[src/rtl/nn_io_sequencer.sv]
// nn_io_sequencer
//   Drives the 3-state data-path machine (IN / BUFF / OUT) from its registered
//   state output, and moves data between the 8-bit I/O pins and the neural core.
//   LOAD  : byte-serial input words are written into buf_data.
//   RUN   : the core is started and its result latched on core_done.
//   DRAIN : result words are streamed out, one per out_valid/out_ready handshake.
//   SYNC  : waits for the state machine to reach the expected state.
//   BUFF/OUT passes repeat N_LAYERS times before the machine returns to IN.
//
// Ports
//   clk, reset            clock, synchronous active-high reset
//   state                 registered state of the data-path machine
//   in_valid/in_data      input word stream; in_ready accepts
//   buf_data              input buffer, word k at [8k+7:8k]
//   core_start/core_done  core start pulse / result-valid pulse
//   res_data              core results, sampled on core_done
//   out_valid/out_data    result word stream; out_ready takes
//   changes/finished      one-cycle pulses to the data-path machine
//   layer_idx             current layer
module nn_io_sequencer #(
   parameter int unsigned N_IN     = 4,
   parameter int unsigned N_OUT    = 2,
   parameter int unsigned N_LAYERS = 2,
   localparam int unsigned LayerW  = (N_LAYERS > 1) ? $clog2(N_LAYERS) : 1
) (
   input  logic                   clk,
   input  logic                   reset,
   input  logic [1:0]             state,
   input  logic                   in_valid,
   input  logic [7:0]             in_data,
   output logic                   in_ready,
   output logic [8*N_IN-1:0]      buf_data,
   output logic                   core_start,
   input  logic                   core_done,
   input  logic [8*N_OUT-1:0]     res_data,
   output logic                   out_valid,
   output logic [7:0]             out_data,
   input  logic                   out_ready,
   output logic                   changes,
   output logic                   finished,
   output logic [LayerW-1:0]      layer_idx
);

   localparam int unsigned WrPtrW = (N_IN > 1) ? $clog2(N_IN) : 1;
   localparam int unsigned RdPtrW = (N_OUT > 1) ? $clog2(N_OUT) : 1;

   localparam logic [WrPtrW-1:0] WrLast    = WrPtrW'(N_IN - 1);
   localparam logic [RdPtrW-1:0] RdLast    = RdPtrW'(N_OUT - 1);
   localparam logic [LayerW-1:0] LayerLast = LayerW'(N_LAYERS - 1);

   // Encodings of the data-path machine's state register
   localparam logic [1:0] SmIn   = 2'b00;
   localparam logic [1:0] SmBuff = 2'b01;
   localparam logic [1:0] SmOut  = 2'b10;

   typedef enum logic [1:0] {StLoad, StRun, StDrain, StSync} seq_state_e;

   seq_state_e        fsm_q;
   logic [1:0]        exp_state_q;
   logic [WrPtrW-1:0] wr_ptr_q;
   logic [RdPtrW-1:0] rd_ptr_q;
   logic [7:0]        buf_q [N_IN];
   logic [7:0]        res_q [N_OUT];

   always_comb begin
      buf_data = '0;
      for (int k = 0; k < N_IN; k++) begin
         buf_data[8*k +: 8] = buf_q[k];
      end
   end

   always_ff @(posedge clk) begin
      if (reset) begin
         fsm_q       <= StSync;
         exp_state_q <= SmIn;
         wr_ptr_q    <= '0;
         rd_ptr_q    <= '0;
         in_ready    <= 1'b0;
         core_start  <= 1'b0;
         out_valid   <= 1'b0;
         out_data    <= '0;
         changes     <= 1'b0;
         finished    <= 1'b0;
         layer_idx   <= '0;
         for (int k = 0; k < N_IN; k++) buf_q[k] <= '0;
         for (int k = 0; k < N_OUT; k++) res_q[k] <= '0;
      end else begin
         // Pulses last exactly one cycle
         changes    <= 1'b0;
         finished   <= 1'b0;
         core_start <= 1'b0;

         unique case (fsm_q)
            StSync: begin
               // Outputs are registered, so enabling them here makes the first
               // action land the cycle after the expected state is seen.
               if (state == exp_state_q) begin
                  case (exp_state_q)
                     SmIn: begin
                        fsm_q    <= StLoad;
                        in_ready <= 1'b1;
                     end
                     SmBuff: begin
                        fsm_q      <= StRun;
                        core_start <= 1'b1;
                     end
                     SmOut: begin
                        fsm_q     <= StDrain;
                        out_valid <= 1'b1;
                        out_data  <= res_q[0];
                     end
                     default: fsm_q <= StSync;
                  endcase
               end
            end

            StLoad: begin
               if (in_valid && in_ready) begin
                  buf_q[wr_ptr_q] <= in_data;
                  if (wr_ptr_q == WrLast) begin
                     wr_ptr_q    <= '0;
                     in_ready    <= 1'b0;
                     changes     <= 1'b1;
                     exp_state_q <= SmBuff;
                     fsm_q       <= StSync;
                  end else begin
                     wr_ptr_q <= wr_ptr_q + 1'b1;
                  end
               end
            end

            StRun: begin
               // A done coinciding with our own start pulse is stale
               if (core_done && !core_start) begin
                  for (int k = 0; k < N_OUT; k++) res_q[k] <= res_data[8*k +: 8];
                  changes     <= 1'b1;
                  exp_state_q <= SmOut;
                  fsm_q       <= StSync;
               end
            end

            StDrain: begin
               if (out_valid && out_ready) begin
                  if (rd_ptr_q == RdLast) begin
                     rd_ptr_q  <= '0;
                     out_valid <= 1'b0;
                     fsm_q     <= StSync;
                     if (layer_idx == LayerLast) begin
                        layer_idx   <= '0;
                        finished    <= 1'b1;
                        exp_state_q <= SmIn;
                     end else begin
                        layer_idx   <= layer_idx + 1'b1;
                        changes     <= 1'b1;
                        exp_state_q <= SmBuff;
                     end
                  end else begin
                     rd_ptr_q <= rd_ptr_q + 1'b1;
                     out_data <= res_q[rd_ptr_q + 1'b1];
                  end
               end
            end

            default: fsm_q <= StSync;
         endcase
      end
   end

endmodule

[config.mk]
export PLATFORM = sky130hd
export DESIGN_NAME = nn_io_sequencer
export DESIGN_NICKNAME = d
export VERILOG_FILES = /design/src/rtl/nn_io_sequencer.sv
export SDC_FILE = /design/constraint.sdc
export NUM_CORES = 1
export LEC_CHECK = 0
export ABC_AREA = 1
export CAP_MARGIN = 20
export CELL_PAD_IN_SITES_DETAIL_PLACEMENT = 1
export CELL_PAD_IN_SITES_GLOBAL_PLACEMENT = 1
export CORE_UTILIZATION = 39
export CTS_CLUSTER_DIAMETER = 80
export DETAILED_ROUTE_END_ITERATION = 12
export PLACE_DENSITY = 0.92
export REMOVE_ABC_BUFFERS = 1
export SLEW_MARGIN = 30
export SYNTH_ARGS = -nofsm -noshare
export SYNTH_HDL_FRONTEND = slang
export SYNTH_SLANG_ARGS = --single-unit
[constraint.sdc]
create_clock -name clk -period 4.2 [get_ports clk]
set_input_delay 0.84 -clock clk [delete_from_list [all_inputs] [get_ports clk]]
set_output_delay 0.84 -clock clk [all_outputs]
set_load 0.02 [all_outputs]
* After elaboration in Yosys (flattened, before gate mapping)
Memories as Yosys holds them, arrays and structs flattened. Cells that the tools add are included.
Storage, ports and cells: output and inout bits 46, RAM bits 48, bits of input ports 31, word-level logic and storage cells 115, register bits 21, memories 2
Memory list:
- buf_q | words 4, width 8, rd ports 4, clocked after Yosys merged registers in 0, wr ports 4, RTL line 62 | logic [7:0] buf_q [N_IN];
- res_q | words 2, width 8, rd ports 2, clocked after Yosys merged registers in 0, wr ports 2, RTL line 63 | logic [7:0] res_q [N_OUT];
Operators by class: $add $sub $neg 3, multiplexer cells 56, bitwise operators 7, reduce and logical (&&, ||, !) cells 20, eq/ne operators 16
Operators by type and width (count):
- $mux W8 | 7
- $mux W1 | 29
- $mux W2 | 13
- $pmux W8 S2 | 1
- $reduce_and A5 Y1 | 3
- $ne A2 B2 Y1 const B | 7
- $pmux W2 S3 | 2
- $reduce_and A6 Y1 | 2
- $eq A2 B2 Y1 const B | 4
- $pmux W2 S4 | 1
- $reduce_or A8 Y1 | 1
- $not A1 Y1 | 5
- $eq A2 B1 Y1 const B | 2
- $logic_not A2 Y1 | 2
- $ne A2 B1 Y1 const B | 2
- $pmux W1 S2 | 2
- $reduce_and A2 Y1 | 2
- $reduce_bool A2 Y1 | 2
- $reduce_or A4 Y1 | 1
- $logic_and A1 B1 Y1 | 3
- $pmux W1 S3 | 1
- $reduce_and A3 Y1 | 1
- $reduce_bool A3 Y1 | 1
- $reduce_or A3 Y1 | 1
- 5 further kinds | 7

* Depth between registers and ports, before layout
Gate-level depths: netlist of the first run.
depth in word-level cells 7, depth in mapped cells 9, mapped depth without buffers 8

* Worst setup path after synthesis of the first run
Ideal clock, no wire load.
path type in2reg, start input port core_done, end memory res_q[0][0] (enable), data arrival time 2130 ps, cell stages on the path 2, path slack 1659 ps, buffers on the path 0, library setup time 411 ps, required time 3789 ps, cell sequence nand2_1 o21ai_0
RTL lines:
- from (decl) | RTL line 34 | input logic core_done,
- to (decl) | RTL line 63

==> qor.csv, run 1 <==
metric,value,unit
grt_pass1_wl,11.5,mm
instances_no_fill,491,
vias,2325,
grt_antenna_before_repair,0,
ys_ff_latch,69,
power.density,527,nW/um2
nets,419,
die_w,89.5,um
vias_per_cell,4.74,
hp-class,reg -> reg,
vdd_drop_max,0.271,mV
worst-setup-path-type,in -> reg,
skew,0.00686,ns
syn-instance-count,306,
grt_util_all_layers,19.9,%
synth_async_sr_flop_share,0,%
yosys_warnings,0,
maxCapViolations,0,
clockBufferDepth,2,
synth_cell_types,26,
finalCriticalPeriod,2.34,ns
slew_headroom,49.7,%
die_h,89.5,um
cts_tree,done,
insertion_delay,0.35,ns
preCtsSetupSlack,1.13,ns
critPathRequiredTime,4.18,ns
max_freq,0.427,GHz
status,"finished, final reports clean",
final_antenna_net_count,0,
cp_max_fo,10,
ctsHoldBuffers,0,
io_buffers,76,
hpwlAfterDp,5.47,mm
numCtsBuffers,9,
drt_iter0_drc,47,
drc,0,
grt_max_degree,22,
worst_slack,1.86,ns
clkTransAtPathRegs,0.08,ns
final_hold_viol_count,0,
h-tree-depth,3,
rsz0062_at_grt,false,
hold_path_depth,2,
dp_cells,475,
reg2regPathDepth,6,
cts_setup_buffers,0,
clock-sinks,69,
synth_area,2980,um2
drt_first_pass_iters,4,
drive_gt1_share,11.2,%
end_kind,register,
wl_per_cell,14.8,um
cts_resized,0,
diodes,0,
fp.coreArea,7330,um2
syn_to_final_growth,36.0,%
leakage,0.00168,uW
num_rows,31,
synth_ff_type,edfxtp_1,
start_kind,input port,
synth-edff-count,48,
finalSetupViolCount,0,
grt_overflow,0,
grt_pass1_vias,2418,
n_fill_cell,819,
root_buffer,clkbuf_8,
drv_slew,0,
seq_area_frac_synth,62.4,%
gp_congestion,0.775,
worst_pin_slew,0.754,ns
initial_core_util,40.7,%
avgSynthCellArea,9.75,um2
dieArea,8000,um2
routed_wl,7.29,mm
pin_count,77,
finalSetupTns,0,ns
cp.arrival,2.32,ns
min_period_over_period,55.7,%
-- cell type report --
class | count | area (um2) | share of cell area, %
clock buffers | 10 | 138 | 3.39
clock inverters | 6 | 86.3 | 2.13
inverters | 41 | 154 | 3.79
multi-input cells | 189 | 926 | 22.8
flip-flops and latches | 69 | 1860 | 45.9
well taps | 99 | 124 | 3.05
repair buffers | 77 | 768 | 18.9
-- power breakdown --
part           switching, uW  internal (uW)  total [uW]
registers               66.4            826         892
clock network            255            349         604
logic                    396            245         641
-- cells in the final DEF, fill, tap and decap left out, types with 2 or more instances in the layout --
cell type | netlist | routed
nor2_2 | 9 | 9
nand3_1 | 22 | 22
edfxtp_1 | 48 | 48
clkinv_2 | 0 | 2
nand2_4 | 4 | 4
bufinv_16 | 0 | 2
inv_1 | 38 | 38
inv_2 | 3 | 3
a21oi_1 | 14 | 14
o21ai_1 | 2 | 2
nand2_2 | 3 | 3
clkdlybuf4s50_1 | 0 | 76
and2_1 | 7 | 7
clkbuf_8 | 0 | 10
nor2_4 | 3 | 3
o21ai_0 | 8 | 7
nand2_1 | 45 | 45
dfxtp_1 | 21 | 21
nor2_1 | 63 | 63
-- cells in the mapped netlist (3+ instances only) --
cell type / n / share of area, %
and2_1: 7 / 1.5
nand3_1: 22 / 3.7
inv_2: 3 / 0.38
dfxtp_1: 21 / 14
edfxtp_1: 48 / 48
nand2_4: 4 / 1.5
nor2_4: 3 / 1.1
buf_2: 4 / 0.67
o21ai_0: 8 / 1.3
a21oi_1: 14 / 2.3
inv_1: 38 / 4.8
nor2_2: 9 / 1.9
nand2_2: 3 / 0.63
nand2_1: 45 / 5.7
nor2_1: 63 / 7.9
-- path summary, 6_finish.rpt --
| kind | endpoint | slack, ns | from |
|---|---|---|---|
| setup reg to reg | buf_q[3][6] | 2.37 | fsm_q[0] |
| setup / recovery | buf_q[3][6] | 1.86 | reset |
| hold reg to reg | out_data[4] | 0.50 | out_data[4] |
| hold / removal | out_data[4] | 0.50 | out_data[4] |
-- cell families (layout without fill, tap and decap cells) --
logic type | after synthesis | in the layout | share of synthesized area (%)
AOI/OAI and AO/OA | 25 | 25 | 4.32
adders and majority gates | 1 | 1 | 0.419
and+or+nand+nor | 163 | 163 | 26.0
buffers and inverters | 48 | 134 | 6.84
DFF | 69 | 69 | 62.4
-- state kept, by name (all words and copies together) (netlist names) --
signal and cells:
buf_q 32, res_q 16, out_data 8, exp_state_q 2
fsm_q 2, wr_ptr_q 2, changes 1, core_start 1
finished 1, in_ready 1, layer_idx 1, out_valid 1
rd_ptr_q 1
-- metrics by stage --
step	instance area, um2	power (uW)	utilization, %	hold slack, ns
2_1_floorplan	2930	1300	-	0.467
3_3_place_gp	3820	1510	52.2	0.476
3_5_place_dp	3830	1540	52.2	0.483
4_1_cts	4050	2150	55.3	0.501
5_1_grt	4060	2260	55.4	0.537
6_report	4060	2140	55.4	0.496
-- per-layer routing --
metal,part of all wire [%],global-route usage [%]
met1,38,20.9
met4,1.9,9.24
met2,54,37.7
met5,0,0
met3,6.0,4.43
-- critical path: stages --
cell,delay (ns)
clkdlybuf4s50_1,0.55
inv_1,0.14
nand2_4,0.19
nor2_4,0.07
nor3b_2,0.53
Note: power is estimated with default switching activity, not from simulation.
==> inputs of run 2 (changes only) <==
- CORE_UTILIZATION: 39 -> 33
- PLACE_DENSITY: 0.92 -> 0.83
- clock period: 4.2 -> 2.05 ns (I/O delays scaled with it)
==> run 2 against run 1 <==
Sequential cell count unchanged; clock power increased by 85%; critical path depth fell by 4; clock skew is essentially flat; sequential share of layout area down 0.87 points; global-route usage decreased by 3.8 points; cell area is 1.9% higher; die area is 18% higher; final cell count is 3.9% higher; hold slack better by 0.010 ns; register-to-register slack worse by 2.0 ns; worst setup slack worse by 1.6 ns; largest cell class unchanged; highest routed layer unchanged.
==> qor.csv, run 2 (synthesis results as in run 1) <==
metric,value,unit,change
cp_slowest_cell,clkdlybuf4s50_1,,
grt_max_degree,19,,-14%
worst_pin_slew,0.337,ns,-0.417 ns
die_w,97.1,um,+8.5%
rsz0062_at_grt,false,,
nets,429,,+2.4%
syn_to_final_growth,38.7,%,
critPathRequiredTime,1.64,ns,-2.54 ns
grt_pass1_vias,2440,,+0.91%
insertion_delay,0.36,ns,about the same
cp_max_fo,3,,-7
num_rows,34,,+9.7%
slowest_delay,0.62,ns,+0.07 ns
initial_core_util,34.2,%,-6.5 points
n_fill_cell,1003,,+22%
grt_util_all_layers,16.2,%,-3.8 points
path_buf_inv,1,,-1
final_antenna_net_count,0,,unchanged
fp.coreArea,8720,um2,+19%
cp_top_family,buffers and inverters,,
seq_area,1860,um2,unchanged
drt_iter0_drc,51,,+8.5%
final_common_cell,clkdlybuf4s50_1,,
h-tree-depth,3,,unchanged
path_cells,clkdlybuf4s50_1,,
diodes,0,,unchanged
finalCriticalPeriod,1.77,ns,
grt_overflow,0,,unchanged
drc,0,,unchanged
wl_per_cell,14.0,um,-5.9%
vias_per_cell,4.57,,-3.4%
slew_headroom,77.3,%,+28 points
worst_slack,0.284,ns,-1.58 ns
vdd_drop_max,0.505,mV,+86%
largest_reg_flops,32,,unchanged
dieArea,9420,um2,+18%
max_freq,0.566,GHz,
gp_congestion,0.746,,-3.7%
numCtsBuffers,9,,unchanged
skew,0.00649,ns,-0.000369 ns
grt_pass1_wl,11.8,mm,+2.2%
cp.arrival,1.36,ns,-0.96 ns
cts_tree,done,,
preCtsSetupSlack,-0.00637,ns,-1.14 ns
cts_resized,0,,unchanged
layout_common_cells,"clkdlybuf4s50_1 (76), nor2_1 (63), edfxtp_1 (48)",,
multi_input_area,917,um2,-0.95%
hp-class,reg -> reg,,
routed_wl,7.13,mm,-2.3%
cts_setup_buffers,0,,unchanged
status,"finished, final reports clean",,
min_period_over_period,86.2,%,
grt_antenna_before_repair,0,,unchanged
start_kind,register,,
vias,2333,,+0.34%
maxCapViolations,0,,unchanged
hpwlAfterDp,5.50,mm,+0.65%
drv_slew,0,,unchanged
root_buffer,clkbuf_8,,
finalSetupViolCount,0,,unchanged
reg.largest.list,"buf_q: 32 flops, res_q: 16 flops, out_data: 8 flops",,
clock-sinks,69,,unchanged
drive_gt1_share,12.9,%,+1.7 points
final_hold_viol_count,0,,unchanged
pin_count,77,,unchanged
end_kind,output pin,,
clockBufferDepth,2,,unchanged
die_h,97.1,um,+8.5%
drt_first_pass_iters,4,,unchanged
clkTransAtPathRegs,0.08,ns,about the same
regMostFlops,buf_q,,
p_total,4350,uW,+100%
io_buffers,76,,unchanged
power.density,1050,nW/um2,+100%
leakage,0.00171,uW,+2.0%
worst-setup-path-type,reg -> out,,
ctsHoldBuffers,0,,unchanged
-- run 2: changes by cell type in the layout (fill, tap and decap cells not counted), sizes merged --
| cell | previous run | this run |
|---|---|---|
| buf | 1 | 11 |
| bufinv | 2 | 1 |
| clkbuf | 10 | 9 |
| clkinv | 3 | 4 |
| clkinvlp | 1 | 2 |
-- run 2: report_power, final --
part | leakage (uW) | internal, uW | switching (uW) | total (uW)
sequential | 0.000668 | 1690 | 142 | 1830
combinational | 0.000948 | 580 | 816 | 1400
clock | 0.0000954 | 565 | 555 | 1120
-- run 2: final cells by class --
cell class,count,share of cell area [%]
flip-flops and latches,69,45.0
multi-input cells,189,22.2
repair buffers,87,21.0
inverters,41,3.72
well taps,108,3.27
clock buffers,9,2.99
clock inverters,7,1.85
-- run 2: through the flow --
step | setup TNS (ns) | cells | utilization, % | cell area (um2) | hold WS, ns
after global placement | 0 | 494 | 45.1 | 3940 | 0.482
after floorplan | -3.22 | 299 | - | 2930 | 0.467
after global routing | 0 | 510 | 47.4 | 4140 | 0.553
after detailed placement | -0.0664 | 494 | 45.1 | 3940 | 0.493
final | 0 | 510 | 47.4 | 4140 | 0.506
after CTS | 0 | 510 | 47.4 | 4140 | 0.514
-- run 2: final timing paths --
| kind | slack, ns | start | depth (start not counted) | to |
|---|---|---|---|---|
| hold / removal | 0.51 | out_data[3] | 2 | out_data[3] |
| setup / recovery | 0.28 | out_valid | 1 | out_valid |
| hold reg to reg | 0.51 | out_data[3] | 2 | out_data[3] |
| setup reg to reg | 0.40 | fsm_q[0] | 5 | buf_q[3][4] |
-- run 2: per-layer routing --
| layer | track usage, % | wire, um | vias up |
|---|---|---|---|
| met5 | 0 | 0 | - |
| met4 | 7.00 | 131 | 0 |
| met3 | 4.82 | 410 | 10 |
| met2 | 28.9 | 3560 | 77 |
| met1 | 17.7 | 3020 | 1083 |
| li1 | - | - | 1163 |
==> inputs of run 3 (changes only) <==
- ABC_AREA: 1 -> 0
- CORE_UTILIZATION: 33 -> 36
- HOLD_SLACK_MARGIN: default -> 0.12
- PLACE_DENSITY: 0.83 -> 0.84
==> run 3 against run 2 <==
Clock power shrank 4%; count of clock-buffer cells in the layout grew 1; die area shrank 2.9%; clock skew grew 0.0037 ns; critical endpoint unchanged; synthesized cell count shrank 25%; hold slack gained 0.020 ns; critical path type unchanged; sequential power is essentially flat.
==> qor.csv, run 3 <==
metric,value,unit,change
status,"finished, final reports clean",,
p_switching,1400,uW,-7.6%
cp_slowest_cell,clkdlybuf4s50_1,,
synth-compound-area-share,8.99,%,+4.7 points
drt_first_pass_iters,4,,unchanged
fp.coreArea,8340,um2,-4.4%
use_met3,3.83,%,-0.99 points
pin_count,77,,unchanged
hpwlAfterDp,5.11,mm,-7.1%
synth-edff-count,48,,unchanged
drt_iter0_drc,43,,-16%
final_common_cell,clkdlybuf4s50_1,,
clkTransAtPathRegs,0.08,ns,about the same
worst_pin_slew,0.554,ns,+0.217 ns
grt_pass1_vias,2133,,-13%
numCtsBuffers,9,,unchanged
gp_congestion,0.799,,+7.1%
yosys.area.top_type,edfxtp_1,,
vdd_drop_max,0.446,mV,-12%
global_route.usage.met1,18.8,%,+1.1 points
vias_per_cell,4.96,,+8.4%
synth_mux_area_share,2.85,%,+2.9 points
p_int,2900,uW,+2.3%
dp_cells,411,,-17%
cts_tree,done,,
seqPwrFrac,42.6,%,+0.5 points
syn_to_final_growth,35.2,%,
diodes,0,,unchanged
top_usage_layer,met2,,
syn-instance-count,229,,-25%
grt_util_met2,28.7,%,-0.24 points
maxCapViolations,0,,unchanged
layout_common_cells,"clkdlybuf4s50_1 (76), and2_1 (48), edfxtp_1 (48)",,
crit_end,out_valid,,
sw_frac_of_total,32.5,%,-2.3 points
synth_async_sr_flop_share,0,%,unchanged
cp_top_family,buffers and inverters,,
vias,2117,,-9.3%
reg2regPathDepth,5,,unchanged
cts_setup_buffers,0,,unchanged
max_freq,0.528,GHz,-6.8%
skew,0.0102,ns,+0.00375 ns
routed_wl,6.72,mm,-5.7%
p_total,4300,uW,-1.2%
synth_cell_types,49,,+88%
path_cells,clkdlybuf4s50_1,,
worst-setup-path-type,reg -> out,,
reg.largest.list,"buf_q: 32 flops, res_q: 16 flops, out_data: 8 flops",,
synthXorXnorAreaFrac,0.832,%,+0.83 points
h-tree-depth,3,,unchanged
final_hold_viol_count,0,,unchanged
drv_slew,0,,unchanged
clock-sinks,69,,unchanged
slowest_delay,0.66,ns,+0.04 ns
ys_ff_latch,69,,unchanged
yosys-top-cells-count,"and2_1 (48), edfxtp_1 (48), dfxtp_1 (21), mux2i_1 (9), nor3b_2 (9)",,
synth_top_family_by_area,simple AND/OR/NAND/NOR gates,,
yosys.area_share.adder,0.396,%,-0.023 points
instances_no_fill,427,,-16%
yosys_warnings,0,,unchanged
ctsHoldBuffers,0,,unchanged
finalCriticalPeriod,1.90,ns,+0.129 ns
cp_max_fo,6,,+3
grt_pass1_wl,10.9,mm,-7.3%
leakage,0.00150,uW,-12%
wl_per_cell,15.7,um,+13%
die_w,95.7,um,-1.5%
rsz0062_at_grt,false,,
power.share.clock,24.8,%,-0.9 points
postPlaceCellArea,4080,um2,+3.6%
p_comb_share,32.6,%,+0.5 points
io_buffers,76,,unchanged
yosys-top-cells-area,"edfxtp_1 (46%), dfxtp_1 (13%), and2_1 (9.5%)",,
final_antenna_net_count,0,,unchanged
nets,349,,-19%
holdWs,0.526,ns,+0.0205 ns
clockBufferDepth,2,,unchanged
drive_gt1_share,20.2,%,+7.3 points
finalSetupTns,0,ns,unchanged
insertion_delay,0.34,ns,-0.02 ns
die_h,95.7,um,-1.5%
drc,0,,unchanged
start_kind,register,,
cts_resized,0,,unchanged
finalSetupViolCount,0,,unchanged
end_kind,output pin,,
slew_headroom,63.0,%,-14 points
root_buffer,clkbuf_8,,
critPathRequiredTime,1.64,ns,about the same
seq_area_frac_synth,59.0,%,-3.5 points
final_cell_area,4270,um2,+3.2%
cp.depth,1,,unchanged
power.density,1010,nW/um2,-4.2%
path_buf_inv,1,,unchanged
reg2reg_from,fsm_q[1],,
regToRegSetupSlack,0.32,ns,-0.08 ns
grt_max_degree,20,,+1
synth_ff_type,edfxtp_1,,
num_rows,33,,-2.9%
initial_core_util,37.9,%,+3.7 points
grt_overflow,0,,unchanged
yosys.area_share.simple,24.7,%,-1.3 points
min_period_over_period,92.4,%,+6.3 points
grt_antenna_before_repair,0,,unchanged
grt_util_all_layers,16.1,%,-0.046 points
synth_top_area_share,45.6,%,-2.7 points
synth_area,3160,um2,+5.9%
startpoint,out_valid,,
avgSynthCellArea,13.8,um2,+41%
r2r_end,out_data[5],,
largest_reg_flops,32,,unchanged
dieArea,9150,um2,-2.9%
cp.arrival,1.49,ns,+0.13 ns
hp-class,reg -> reg,,
regMostFlops,buf_q,,
[run 3: cell type report]
cell class | instances | area (um2)
multi-input combinational | 148 | 1190
clock inverter | 6 | 63.8
clock buffer | 10 | 128
inverter | 1 | 3.75
fill | 853 | 4070
sequential | 69 | 1860
timing repair buffer | 88 | 888
tap | 105 | 131
[run 3: worst min-delay path by stage]
stage                              start             end  slack [ns]  depth (start not counted)
after floorplan                    reset         changes        0.48                          1
after global placement    exp_state_q[1]  exp_state_q[1]        0.50                          2
after detailed placement  exp_state_q[1]  exp_state_q[1]        0.51                          2
after CTS                 exp_state_q[1]  exp_state_q[1]        0.53                          2
after global routing      exp_state_q[1]  exp_state_q[1]        0.56                          2
final                     exp_state_q[1]  exp_state_q[1]        0.53                          2
[run 3: worst reg2reg max path, cell delays in order (launching register included)]
cell and delay, ns:
dfxtp_1 0.63, nor3b_2 0.26, buf_4 0.21, mux2i_1 0.24
nand4_1 0.10, nor3b_2 0.18
[run 3: per-stage QoR]
step	setup WS (ns)	utilization, %
final	0.155	51.2
after global routing	0.0727	51.2
after CTS	0.124	51.2
after detailed placement	0.0547	48.9
after global placement	0.0725	48.9
after floorplan	0.319	-
[run 3: power by group through the flow]
stage	sequential, uW	clock (uW)	combinational [uW]
2_1_floorplan	1930	0	736
3_3_place_gp	1850	0	1360
3_5_place_dp	1860	0	1400
4_1_cts	1830	1090	1410
5_1_grt	1850	1160	1500
6_report	1830	1070	1400
[run 3: cells by family (layout without fill, tap and decap cells)]
| family | Yosys count | count (layout) |
|---|---|---|
| xor gates and xnor gates | 3 | 3 |
| AOI/OAI and AO/OA | 29 | 29 |
| muxes | 9 | 9 |
| and+or+nand+nor | 106 | 106 |
| DFF | 69 | 69 |
| adders and majority gates | 1 | 1 |
| buffers and inverters | 12 | 105 |
[run 3: routing by layer]
layer	wire, um	up-vias	part of all wire (%)
met5	0	-	0
met4	108	0	1.6
met3	342	11	5.1
met2	3430	79	51
met1	2840	1012	42
li1	-	1015	-
